### config.mk
export PLATFORM = sky130hd
export DESIGN_NAME = dht11_poll_sched
export DESIGN_NICKNAME = d
export VERILOG_FILES = /design/src/rtl/dht11_pkg.sv /design/src/rtl/dht11_frame_check.sv /design/src/rtl/dht11_poll_sched.sv
export SDC_FILE = /design/constraint.sdc
export NUM_CORES = 1
export LEC_CHECK = 0
export ABC_AREA = 0
export ABC_CLOCK_PERIOD_IN_PS = 3760
export CAP_MARGIN = 20
export CORE_ASPECT_RATIO = 0.75
export CORE_UTILIZATION = 51
export CTS_CLUSTER_SIZE = 28
export DETAILED_ROUTE_END_ITERATION = 10
export GPL_ROUTABILITY_DRIVEN = 0
export PLACE_DENSITY_LB_ADDON = 0.08
export SETUP_SLACK_MARGIN = 0.5
export SLEW_MARGIN = 40
export SYNTH_ARGS = -nofsm -noshare
export SYNTH_HDL_FRONTEND = slang
export SYNTH_SLANG_ARGS = --single-unit
### constraint.sdc
create_clock -name clk -period 3.76 [get_ports clk]
set_input_delay 0.564 -clock clk [delete_from_list [all_inputs] [get_ports clk]]
set_output_delay 0.564 -clock clk [all_outputs]
set_load 0.01 [all_outputs]
### src/rtl/dht11_pkg.sv
// dht11_pkg: shared FSM states, frame byte offsets and checksum for the DHT11 poll scheduler
package dht11_pkg;
  typedef enum logic [2:0] {IDLE, START, WAIT, CHECK, HOLDOFF} state_t;
  localparam int RH_INT_LSB = 32;
  localparam int RH_DEC_LSB = 24;
  localparam int T_INT_LSB = 16;
  localparam int T_DEC_LSB = 8;
  localparam int CSUM_LSB = 0;
  function automatic logic [7:0] frame_sum(input logic [39:0] f);
    return f[RH_INT_LSB +: 8] + f[RH_DEC_LSB +: 8] + f[T_INT_LSB +: 8] + f[T_DEC_LSB +: 8];
  endfunction
endpackage

### src/rtl/dht11_frame_check.sv
// dht11_frame_check: combinational DHT11 frame checksum comparison
module dht11_frame_check
  import dht11_pkg::*;
(
  input  logic [39:0] frame,
  output logic        pass
);
  assign pass = frame_sum(frame) == frame[CSUM_LSB +: 8];
endmodule

### src/rtl/dht11_poll_sched.sv
// dht11_poll_sched: periodic/manual DHT11 read scheduler with timeout, retry and holdoff
// Optional DHT11_SCHED_STATS_EN adds crc_err_cnt/timeout_cnt failure counters.
module dht11_poll_sched
  import dht11_pkg::*;
#(
  parameter int POLL_PERIOD    = 50_000_000,
  parameter int TIMEOUT_CYCLES = 30_000_000,
  parameter int HOLDOFF_CYCLES = 2_000_000,
  parameter int MAX_RETRY      = 3
) (
  input  logic        clk,
  input  logic        rst,
  input  logic        enable,
  input  logic        trigger,
  output logic        drv_start,
  input  logic        drv_done,
  input  logic [39:0] drv_data,
  output logic [7:0]  humidity,
  output logic [7:0]  temperature,
  output logic        valid,
  output logic        sample_stb,
  output logic        err_stb,
  output logic        busy
`ifdef DHT11_SCHED_STATS_EN
  ,
  output logic [15:0] crc_err_cnt,
  output logic [15:0] timeout_cnt
`endif
);
  localparam int PW = $clog2(POLL_PERIOD + 1);
  localparam int TW = $clog2(TIMEOUT_CYCLES + 1);
  localparam int HW = $clog2(HOLDOFF_CYCLES + 1);
  localparam int RW = $clog2(MAX_RETRY + 1);
  state_t state;
  logic [PW-1:0] per_cnt;
  logic [TW-1:0] tmo_cnt;
  logic [HW-1:0] hold_cnt;
  logic [RW-1:0] retry_cnt;
  logic retry_pend;
  logic [39:0] frame;
  logic pass, per_req, tmo_hit, crc_bad, fail, last_try, hold_done;
  dht11_frame_check u_check (.frame(frame), .pass(pass));
  assign per_req   = enable && per_cnt == PW'(POLL_PERIOD - 1);
  assign tmo_hit   = state == WAIT && !drv_done && tmo_cnt == TW'(TIMEOUT_CYCLES - 1);
  assign crc_bad   = state == CHECK && !pass;
  assign fail      = tmo_hit || crc_bad;
  assign last_try  = 32'(retry_cnt) + 1 >= MAX_RETRY;
  assign hold_done = hold_cnt == HW'(HOLDOFF_CYCLES - 1);
  assign drv_start = state == START;
  assign busy      = state != IDLE;
  always_ff @(posedge clk) begin
    if (rst || !enable || per_req) per_cnt <= '0;
    else per_cnt <= per_cnt + 1'b1;
  end
  always_ff @(posedge clk) begin
    if (rst) begin
      state       <= IDLE;
      tmo_cnt     <= '0;
      hold_cnt    <= '0;
      retry_cnt   <= '0;
      retry_pend  <= 1'b0;
      frame       <= '0;
      humidity    <= '0;
      temperature <= '0;
      valid       <= 1'b0;
      sample_stb  <= 1'b0;
      err_stb     <= 1'b0;
    end else begin
      sample_stb <= 1'b0;
      err_stb    <= 1'b0;
      case (state)
        IDLE: if (per_req || trigger) begin
          state     <= START;
          retry_cnt <= '0;
        end
        START: begin
          state   <= WAIT;
          tmo_cnt <= '0;
        end
        WAIT: if (drv_done) begin
          frame <= drv_data;
          state <= CHECK;
        end else tmo_cnt <= tmo_cnt + 1'b1;
        CHECK: if (pass) begin
          humidity    <= frame[RH_INT_LSB +: 8];
          temperature <= frame[T_INT_LSB +: 8];
          valid       <= 1'b1;
          sample_stb  <= 1'b1;
          retry_pend  <= 1'b0;
          state       <= HOLDOFF;
        end
        HOLDOFF: begin
          hold_cnt <= hold_done ? '0 : hold_cnt + 1'b1;
          if (hold_done) state <= retry_pend ? START : IDLE;
        end
        default: state <= IDLE;
      endcase
      // timeout and checksum failures share the retry/give-up decision
      if (fail) begin
        retry_cnt  <= retry_cnt + 1'b1;
        retry_pend <= !last_try;
        err_stb    <= last_try;
        state      <= HOLDOFF;
      end
    end
  end
`ifdef DHT11_SCHED_STATS_EN
  always_ff @(posedge clk) begin
    if (rst) begin
      crc_err_cnt <= '0;
      timeout_cnt <= '0;
    end else begin
      if (crc_bad && ~&crc_err_cnt) crc_err_cnt <= crc_err_cnt + 1'b1;
      if (tmo_hit && ~&timeout_cnt) timeout_cnt <= timeout_cnt + 1'b1;
    end
  end
`endif
endmodule

==> impl_results.md <==
- Crit path max fanout: 8
- Mapped Area: ~6300 sq um
- Vias per cell: around 5.3
- Crit-path cells: fa_1 > inv_2 > fa_1 > inv_1 > ha_2 > fa_2 > xor2_1 > a2111oi_2 > o2111ai_2 > nor4_4 > buf_4 > buf_12 > mux2i_1 > nor2_1
- Post-route ant nets: 0
- Syn Inst Count: 727
- H-tree Lvls: 4
- Worst hold path type: reg -> reg
- Reg2Reg Capture Point: temperature[2]
- Via total after detailed routing: 5130
- Setup WS post-layout: between 60 and 70 ps
- Hold slack: between 400 and 500 ps
- Root Buffer: clkbuf_16
- Setup crit start: frame[9]
- Vias in the first global route: roughly 4900
- Max_cap viols: 0
- Core area: ~12000 sq um
- Iter 0 DRT Violations: around 240
- Top delay family on crit path: adder cells
- DP Worst Slack: around 70 ps
- Crit. End Element: flip-flop
- Synth cell types: 51
- Critical Path AT: roughly 4000 ps
- Cell Int Power: between 2 and 3 mW
- CTS Sinks: roughly 140
- Later-pin clock latency in the skew report: ~420 ps
- Tcrit/Tclk final: 0.983
- Starting Density: 0.533
- Post-synth top area share: 0.437
- Clk buf depth: 2
- Number of synthesized register bits: ~140
- Max Clk Rate: about 0.27 GHz
- Drt wl/cell: 14.3 microns
- # rows: 34
- Worst Hold Depth: 1
- Clock-pin slew on the worst setup and hold paths: about 60 ps
- Area after DPL: just over 7000 sq um
- Final hold vios: 0
- Ys flop type: dfxtp_1
- Sw frac: 0.277
- Input/output buffers: 65
- Chip height: slightly below 100 microns
- Ys async rst share: 0
- Final slew viol count: 0
- First-pass iteration count of the detailed router: 4
- Synthesized area per cell: ~8.6 sq um
- Boundary Pins: 66
- Seq pwr share: 0.394
- Sequential fraction of the synthesis area: 0.437
- Num CTS Buffers: 17
- Final Setup Violations: 0
- Share of layout cells above drive strength 1: 0.0830
- Largest net degree at the start of global routing: between 40 and 50
- Period minus WS final: approximately 3700 ps
- Bufs and invs on worst path: 4
- Cell taking the most area after synthesis: dfxtp_1
- CP endpoint: temperature[2]
- Logic gate share of total power: 0.201
- Status: finished, final reports clean
- Layout fillers: 969
- Psw: around 1.1 mW
- DIE WIDTH: 130 microns
- Total die area: approximately 13000 sq um
- GRT Total Usage: 0.227
- R2R Path Start: frame[9]
- Crit-path most repeated cell: fa_1
- Max incr delay on CP: approximately 550 ps
- Most common cell in the synthesized netlist: dfxtp_1
- Clock power frac: 0.405
- Fin Clk Skew: approximately 8.0 ps
- Pleak: approximately 2.8 nW
- Max_slew headroom: 0.600
- Peak supply drop: between 300 and 400 uV
- First-pass GRT wire length: about 23000 microns
- Least-Margin Pin Slew: 600 ps
- Area delta synth->final: 24.2%
- R2R depth: 14
- TritonCTS clock tree: yes
- DRC Markers: 0
- RSZ-0062 raised after global routing: true
- Ant. Diodes: 0
- CP required: a little over 4000 ps
- Stages on worst setup path: 14
- Reg2reg setup slack: 60 ps
- EDFF count, synth: 0
- Final instance area: around 7800 sq um
- Overall Power: 4.10 mW
- Cell area power density: about 530 nW/um^2
- Area contributors post-synth: dfxtp_1, nand2_1, nor2_1
- Worst setup SP type: flip-flop
- Routed wire length: 13900 microns
- Total gr overflow: 0
- Post-synth top cells: dfxtp_1, nand2_1, nor2_1
- Mapped Nets: 798
- Synthesis warning total: 0
- NumNets Final: 866
- Crit Path Category: reg -> reg
- Final HPWL DP: roughly 9400 microns
- CP max-delay cell: fa_1
- Initial antenna violation count: 0
[repair_timing]
item,4_1_cts,5_1_grt
cloned,1,1
hold buffers,0,0
buffers inserted,2,2
resized for setup,4,12
pin swaps,1,1
endpoints found under the setup margin,24,24
hold endpoints to repair,0,0
[cell families after synthesis]
group                    after synthesis  share of synthesized area
AND/OR/NAND/NOR                      334                      0.250
flip-flops                           137                      0.437
AO/OA/AOI/OAI                         89                     0.0801
XOR/XNOR                              75                      0.105
buffers and inverters                 48                     0.0307
adder cells (fa/ha/maj)               26                     0.0686
multiplexers                          18                     0.0287
[worst min-delay path by stage]
stage,start,end
2_1_floorplan,per_cnt[0],per_cnt[0]
3_3_place_gp,per_cnt[0],per_cnt[0]
3_5_place_dp,per_cnt[0],per_cnt[0]
4_1_cts,per_cnt[0],per_cnt[0]
5_1_grt,per_cnt[0],per_cnt[0]
6_report,per_cnt[0],per_cnt[0]
[final cells by class]
type	count	area, sq um	area share
flip-flops and latches	137	2750	0.352
repair buffers	78	785	0.101
inverters	19	71.3	0.00915
clock inverters	7	90.1	0.0116
multi-input cells	542	3400	0.436
clock buffers	24	502	0.0644
well taps	162	203	0.0260
[metal layers]
metal  GRT usage  up-vias  wire length (microns)
li1            -     2566                      -
met1       0.300     2443                   6560
met2       0.364      105                   6540
met3      0.0559       16                    670
met4      0.0662        0                    129
met5           0        -                      0
[sequential cells by signal, indices dropped and copies added (netlist names)]
signal and flops:
frame 40, per_cnt 26, tmo_cnt 25, hold_cnt 21, humidity 8, temperature 8
state 3, retry_cnt 2, err_stb 1, retry_pend 1, sample_stb 1, valid 1
[worst register-to-register path: stages (launching register included)]
cell and delay [ps]:
dfxtp_2 320, fa_1 550, inv_2 40, fa_1 500, inv_1 40, ha_2 190
fa_2 530, xor2_1 80, a2111oi_2 270, o2111ai_2 220, nor4_4 270, buf_4 200
buf_12 140, mux2i_1 180, nor2_1 50
[cells in the final DEF, fill, tap and decap left out, types with 13 or more instances in the layout]
cell and instances:
inv_1 18, clkdlybuf4s50_1 64, nand3_1 31, fa_1 13
clkbuf_16 18, nand2_1 110, dfxtp_1 135, mux2i_1 17
xor2_1 40, and3_1 14, xnor2_1 34, nor2_1 101
a21oi_1 58
[stage by stage]
stage	util	std cells	TNS, ps
floorplan	-	727	0
global placement	0.600	930	0
detailed placement	0.602	932	0
CTS	0.656	966	0
global route	0.661	969	-840
finish	0.661	969	0
[power by group through the flow]
stage	logic (mW)	registers [mW]	clock network [mW]
2_1_floorplan	0.546	1.60	0
3_3_place_gp	0.703	1.64	0
3_5_place_dp	0.720	1.65	0
4_1_cts	0.773	1.62	1.69
5_1_grt	0.906	1.63	1.75
6_report	0.826	1.62	1.66
Power figures use the tool's default switching activity.
